[config.mk]
export PLATFORM = sky130hd
export DESIGN_NAME = id_exe_stage_reg
export DESIGN_NICKNAME = d
export VERILOG_FILES = /design/src/rtl/id_exe_stage_reg_pkg.sv /design/src/rtl/id_exe_stage_reg_pipe_reg.sv /design/src/rtl/id_exe_stage_reg.sv
export SDC_FILE = /design/constraint.sdc
export NUM_CORES = 1
export LEC_CHECK = 0
export CELL_PAD_IN_SITES_DETAIL_PLACEMENT = 1
export CELL_PAD_IN_SITES_GLOBAL_PLACEMENT = 2
export CORE_UTILIZATION = 38
export CTS_CLUSTER_DIAMETER = 60
export DETAILED_ROUTE_END_ITERATION = 6
export DONT_BUFFER_PORTS = 1
export PLACE_DENSITY_LB_ADDON = 0.12
export SYNTH_ARGS = -nofsm -noshare
export SYNTH_HDL_FRONTEND = slang
export SYNTH_SLANG_ARGS = --single-unit
[constraint.sdc]
create_clock -name CLK -period 0.8 [get_ports CLK]
set_input_delay 0.16 -clock CLK [delete_from_list [all_inputs] [get_ports CLK]]
set_output_delay 0.16 -clock CLK [all_outputs]
set_load 0.1 [all_outputs]
[src/rtl/id_exe_stage_reg_pkg.sv]
// id_exe_stage_reg_pkg: shared widths, EXE command encodings, status flag indices and bubble constant
package id_exe_stage_reg_pkg;
  localparam int WORD_W_DEF = 32;
  localparam int REG_AW_DEF = 4;
  localparam int CMD_W_DEF  = 4;
  typedef enum logic [CMD_W_DEF-1:0] {
    CMD_NOP = 4'd0,
    CMD_MOV = 4'd1,
    CMD_ADD = 4'd2,
    CMD_ADC = 4'd3,
    CMD_SUB = 4'd4,
    CMD_SBC = 4'd5,
    CMD_AND = 4'd6,
    CMD_ORR = 4'd7,
    CMD_EOR = 4'd8,
    CMD_MVN = 4'd9
  } exe_cmd_e;
  localparam int SR_N = 3;
  localparam int SR_Z = 2;
  localparam int SR_C = 1;
  localparam int SR_V = 0;
  typedef struct packed {
    logic     wb_en;
    logic     mem_r_en;
    logic     mem_w_en;
    logic     b;
    logic     s;
    logic     imm;
    exe_cmd_e exe_cmd;
  } ctrl_t;
  // a bubble carries no side-effect enables and a NOP command
  localparam ctrl_t CTRL_BUBBLE = '{wb_en: 1'b0, mem_r_en: 1'b0, mem_w_en: 1'b0,
                                    b: 1'b0, s: 1'b0, imm: 1'b0, exe_cmd: CMD_NOP};
endpackage

[src/rtl/id_exe_stage_reg_pipe_reg.sv]
// pipe_reg: W-bit register with async active-low reset, sync clear to CLR_VAL and load enable
module pipe_reg #(
  parameter int           W       = 1,
  parameter logic [W-1:0] CLR_VAL = '0
) (
  input  logic         clk,
  input  logic         rst_n,
  input  logic         clr,
  input  logic         en,
  input  logic [W-1:0] d,
  output logic [W-1:0] q
);
  always_ff @(posedge clk or negedge rst_n)
    if (!rst_n) q <= '0;
    else if (clr) q <= CLR_VAL;
    else if (en) q <= d;
endmodule

[src/rtl/id_exe_stage_reg.sv]
// id_exe_stage_reg: ID/EXE pipeline register with hazard freeze and branch-flush bubble insertion
module id_exe_stage_reg
  import id_exe_stage_reg_pkg::*;
#(
  parameter int WORD_W = WORD_W_DEF,
  parameter int REG_AW = REG_AW_DEF,
  parameter int CMD_W  = CMD_W_DEF
) (
  input  logic              CLK,
  input  logic              RST,
  input  logic              FREEZE,
  input  logic              FLUSH,
  input  logic [WORD_W-1:0] PC_In,
  input  logic              WB_EN_In,
  input  logic              MEM_R_EN_In,
  input  logic              MEM_W_EN_In,
  input  logic              B_In,
  input  logic              S_In,
  input  logic [CMD_W-1:0]  EXE_CMD_In,
  input  logic [WORD_W-1:0] Val_Rn_In,
  input  logic [WORD_W-1:0] Val_Rm_In,
  input  logic              imm_In,
  input  logic [11:0]       Shift_operand_In,
  input  logic [23:0]       Signed_imm_24_In,
  input  logic [REG_AW-1:0] Dest_In,
  input  logic [REG_AW-1:0] src1_In,
  input  logic [REG_AW-1:0] src2_In,
  input  logic [3:0]        SR_In,
  output logic [WORD_W-1:0] PC_Out,
  output logic              WB_EN_Out,
  output logic              MEM_R_EN_Out,
  output logic              MEM_W_EN_Out,
  output logic              B_Out,
  output logic              S_Out,
  output logic [CMD_W-1:0]  EXE_CMD_Out,
  output logic [WORD_W-1:0] Val_Rn_Out,
  output logic [WORD_W-1:0] Val_Rm_Out,
  output logic              imm_Out,
  output logic [11:0]       Shift_operand_Out,
  output logic [23:0]       Signed_imm_24_Out,
  output logic [REG_AW-1:0] Dest_Out,
  output logic [REG_AW-1:0] src1_Out,
  output logic [REG_AW-1:0] src2_Out,
  output logic [3:0]        SR_Out,
  output logic              Valid_Out
);
  localparam int CW = 6 + CMD_W;
  localparam int DW = 2 * WORD_W;
  localparam int TW = 3 * REG_AW;
  logic          en;
  logic [CW-1:0] ctrl_q;
  logic [DW-1:0] data_q;
  logic [35:0]   imm_q;
  logic [TW-1:0] tag_q;
  // flush must still clock through a frozen stage, so it overrides the hold
  assign en = ~FREEZE | FLUSH;
  pipe_reg #(.W(CW), .CLR_VAL(CW'(CTRL_BUBBLE))) u_ctrl (
    .clk(CLK), .rst_n(RST), .clr(FLUSH), .en(en),
    .d({WB_EN_In, MEM_R_EN_In, MEM_W_EN_In, B_In, S_In, imm_In, EXE_CMD_In}),
    .q(ctrl_q)
  );
  pipe_reg #(.W(DW)) u_data (
    .clk(CLK), .rst_n(RST), .clr(FLUSH), .en(en),
    .d({Val_Rn_In, Val_Rm_In}), .q(data_q)
  );
  pipe_reg #(.W(36)) u_imm (
    .clk(CLK), .rst_n(RST), .clr(FLUSH), .en(en),
    .d({Shift_operand_In, Signed_imm_24_In}), .q(imm_q)
  );
  pipe_reg #(.W(TW)) u_tag (
    .clk(CLK), .rst_n(RST), .clr(FLUSH), .en(en),
    .d({Dest_In, src1_In, src2_In}), .q(tag_q)
  );
  pipe_reg #(.W(WORD_W)) u_pc (
    .clk(CLK), .rst_n(RST), .clr(FLUSH), .en(en), .d(PC_In), .q(PC_Out)
  );
  pipe_reg #(.W(4)) u_sr (
    .clk(CLK), .rst_n(RST), .clr(FLUSH), .en(en), .d(SR_In), .q(SR_Out)
  );
  pipe_reg #(.W(1), .CLR_VAL(1'b0)) u_valid (
    .clk(CLK), .rst_n(RST), .clr(FLUSH), .en(en), .d(1'b1), .q(Valid_Out)
  );
  assign {WB_EN_Out, MEM_R_EN_Out, MEM_W_EN_Out, B_Out, S_Out, imm_Out, EXE_CMD_Out} = ctrl_q;
  assign {Val_Rn_Out, Val_Rm_Out} = data_q;
  assign {Shift_operand_Out, Signed_imm_24_Out} = imm_q;
  assign {Dest_Out, src1_Out, src2_Out} = tag_q;
endmodule

== Word level (Yosys, flattened, before mapping) ==
Cells that the tools add are included.

* Output and inout bits: 159
* Input bits: 162
* Word-level logic and storage cells: 24
* Register bits after elaboration: 159

* Multiplexer cells: 14
* Bitwise gates (word level): 2
* Reductions and logical operators: 1

{| class="wikitable"
|+ Operator list
! cell !! number
|-
| two-way mux 64 bit || 2
|-
| two-way mux 36 bit || 2
|-
| two-way mux 32 bit || 2
|-
| two-way mux 12 bit || 2
|-
| two-way mux 10 bit || 2
|-
| two-way mux 4 bit || 2
|-
| two-way mux 1 bit || 2
|-
| nonzero test 2 bit || 1
|-
| NOT 1 bit || 1
|-
| OR 1 bit || 1
|}

== Longest topological paths before layout ==
* Depth in word-level cells: 4
* Depth in mapped cells: 5
* Mapped depth without buffers: 2

== Hierarchy ==
From an unflattened synthesis, not the netlist that was laid out.

* Cells, all modules: 513
* Area, all modules: 6513.7 um2

{| class="wikitable"
|+ Modules (own cells, without submodules)
! module !! seq. area each (um2) !! instances !! area an instance (um2) !! cells an instance
|-
| pipe_reg (u_data) || 1601.5 || 1 || 2611.3 || 206
|-
| pipe_reg (u_imm) || 900.9 || 1 || 1486.4 || 116
|-
| pipe_reg (u_pc) || 800.8 || 1 || 1323.8 || 103
|-
| pipe_reg (u_tag) || 300.3 || 1 || 480.5 || 38
|-
| pipe_reg (u_ctrl) || 250.2 || 1 || 402.9 || 32
|-
| pipe_reg (u_sr) || 100.1 || 1 || 160.2 || 13
|-
| pipe_reg (u_valid) || 25.0 || 1 || 38.8 || 3
|-
| id_exe_stage_reg || 0.0 || 1 || 10.0 || 2
|}

== Least setup slack after synthesis ==
Ideal clock, no wire load.

* Path kind: reg2reg
* Start: register u_ctrl.q[0] (netlist name)
* End: register u_ctrl.q[0]
* Stages on the path, launching flop included: 3
* Clock period less this slack: 1.234 ns
* Setup time: 0.074 ns
* Arrival: 1.160 ns
* Buffers on the path: 0
* Path slack: -0.434 ns
* Required time: 0.726 ns
* Cells stage by stage: dfrtp_1 mux2i_1 nor2_1

{| class="wikitable"
|+ RTL lines
! what !! RTL line !! RTL
|-
| to (signal assigned) || id_exe_stage_reg_pipe_reg.sv:14 || <nowiki>if (!rst_n) q <= '0;</nowiki>
|-
| to (signal assigned) || id_exe_stage_reg_pipe_reg.sv:15 || <nowiki>else if (clr) q <= CLR_VAL;</nowiki>
|-
| to (signal assigned) || id_exe_stage_reg_pipe_reg.sv:16 || <nowiki>else if (en) q <= d;</nowiki>
|-
| to (decl) || id_exe_stage_reg_pipe_reg.sv:11 || <nowiki>output logic [W-1:0] q</nowiki>
|}

== Final worst setup path ==
* Start: register u_imm.q[4]
* End: output port Signed_imm_24_Out[4]

{| class="wikitable"
|+ RTL lines
! what !! RTL line !! RTL
|-
| from (decl) || id_exe_stage_reg_pipe_reg.sv:11 ||
|-
| from (signal assigned) || id_exe_stage_reg_pipe_reg.sv:14 ||
|-
| from (signal assigned) || id_exe_stage_reg_pipe_reg.sv:15 ||
|-
| from (signal assigned) || id_exe_stage_reg_pipe_reg.sv:16 ||
|-
| to (decl) || id_exe_stage_reg.sv:40 || <nowiki>output logic [23:0] Signed_imm_24_Out,</nowiki>
|}

No word-level cell between the ends.

==> out/metrics.cfg <==
[final_layout]
syn2layout_area_growth_pct=74.65
final_cell_count_no_fill=913
fin_util=0.6803
diodes=0
multi_input_area_um2=2331
drive_above_1_share=0.5758
layout_common_cells=159 x buf_12, 159 x dfrtp_4, 155 x nor2_1, 137 x mux2i_1, 27 x buf_6
seqCellArea_um2=4576
fillers=1452
final_nets=844

[min_path]
hp-class=in -> async

[worst_setup_path]
crit_required_ps=640
reg2regPathDepth=4
crit_chain=buf_12
worstSetupStartpointType=register
path_max_fanout=2
rr_endpoint=u_imm.q[6]
critPathCapture=Signed_imm_24_Out[4]
critPathLaunch=u_imm.q[4]
slowest_stage=dfrtp_4
rr_startpoint=u_imm.q[6]
cp.arrival_ps=1100
slowest_delay_ps=500
crit_buf_inv=1
cp-end-kind=primary output
critical_path_class=reg -> out
cp_num_cells=1
cpLargestDelayFamily=flip-flops
r2r_slack_ps=-280

[timing]
maxSlewViolCount=0
period_needed_ps=1263
fin_crit_sh=1.579
hold_viol_final=318
skew_ps=0
hold_ws_ps=-554.0
setup_ws_ps=-462.9
rsz0062_at_grt=yes
slew_headroom=0.7508
tightest_slew_ps=373.7
max_freq_mhz=791.8
setup_violations=288

[synthesis]
synthDistinctLibCells=11
syn_area_per_cell_um2=12.59
ys_ff_latch=159
syn_nets=675
synthCells=513
yosysWarnings=0
yosysSeqAreaShare=0.6159
syn_area_um2=6460

[route]
antenna_left=0
m1WireLength_mm=7.361
drtIter0Drc=264
top_layer_used=met4
wirelength_mm=21.52
drt_pass1_iterations=6
vias=4558
wl_met3_mm=1.653
viasPerCell=4.992
routedWlPerCell_um=23.57
drc=0
met2WireLength_mm=11.96

[power]
peakVddDrop_mv=1.735
p_leak_nw=4.873
power.density_nw_per_um2=2153

[clock_network]
clkTransAtPathRegs_ps=60
clock_sinks=159
root_buffer=clkbuf_16
clockBufferDepth=2
numCtsBuffers=17
insertion_delay_ps=410
htreeDepth=4
cts_tree=done

[die]
die_area_um2=17530
fp.coreArea_um2=16580
die_y_um=132.4
start_util=0.3895
rows=47
ioPinCount=321
die_width_um=132.4

[placed_design]
dpl.hpwl_mm=14.17
gp_congestion=0.7731
portBuffers=0
dp.cells=856

[global_routing]
grt_overflow=0
grt_max_degree=160
grt_use_total=0.2427
antenna_found_initial=0
grt_pass1_wl_mm=31.80
grt_pass1_vias=5291

[outcome]
violations=hold timing, setup timing
status=complete, but fails checks

[job]
drv_cap=0

## cell usage after synthesis (all sizes together)
library cell,n,area share
buf,25,0.040
dfrtp,159,0.62
mux2i,158,0.24
inv,1,0.00058
clkbuf,11,0.0064
nor2,158,0.092
a21oi,1,0.00077
## per-stage QoR
step / setup TNS [ps] / hold slack [ps] / setup WS (ps) / cell area, µm² / power [W]
2_1_floorplan: -22930 / -135.6 / -146.1 / 7066 / 0.01364
3_3_place_gp: -89.71 / -132.4 / -10.96 / 10220 / 0.01557
3_5_place_dp: -2262 / -130.4 / -68.81 / 10220 / 0.01574
4_1_cts: -78620 / -584.8 / -484.1 / 11050 / 0.02429
5_1_grt: -84780 / -583.2 / -489.7 / 11280 / 0.02489
6_report: -76910 / -554.0 / -462.9 / 11280 / 0.02429
## layer usage
layer,vias to the layer above,global-route usage
met2,202,0.4494
met1,2298,0.2508
li1,2027,-
met4,0,0.09706
met3,31,0.07997
met5,-,0
## worst min-delay path by stage
stage          cells past startpoint  from  slack (ps)      endpoint
3_5_place_dp                       0   RST        -130  u_data.q[22]
3_3_place_gp                       0   RST        -130  u_data.q[21]
6_report                           0   RST        -550  u_data.q[21]
2_1_floorplan                      0   RST        -140   u_ctrl.q[0]
5_1_grt                            0   RST        -580  u_data.q[56]
4_1_cts                            0   RST        -580  u_data.q[31]
## cell type report
cell class / instances / area share
Clock buffer: 24 / 0.04447
Clock inverter: 6 / 0.009316
Inverter: 1 / 0.0005545
Multi-Input combinational cell: 317 / 0.2066
Sequential cell: 159 / 0.4056
Tap cell: 220 / 0.02440
Timing Repair Buffer: 186 / 0.3091
## cells by family (layout without fill, tap and decap cells)
| family | Yosys count | after routing | share of synthesized area |
|---|---|---|---|
| DFF | 159 | 159 | 0.6159 |
| buffers and inverters | 37 | 217 | 0.04668 |
| AOI/OAI and AO/OA | 1 | 1 | 0.0007740 |
| and+or+nand+nor | 158 | 158 | 0.09181 |
| muxes | 158 | 158 | 0.2448 |
## state kept, by name, summed over array words and instances (netlist names)
name / cells
u_valid.q: 1
u_imm.q: 36
u_pc.q: 32
u_sr.q: 4
u_data.q: 64
u_ctrl.q: 10
u_tag.q: 12
## power by group
part	total, W	switching [W]	internal (W)
clock network	0.00844	0.00316	0.00528
registers	0.00935	0.000558	0.00879
logic	0.00650	0.00407	0.00243
total	0.0243	0.00779	0.0165
## repair_timing
item,in CTS,in global routing
buffers inserted,17,19
endpoints found under the setup margin,268,317
hold endpoints to repair,318,318
pin swaps,14,43
resized for setup,24,45
gates cloned,0,0
(Power assumes the default switching activity.)
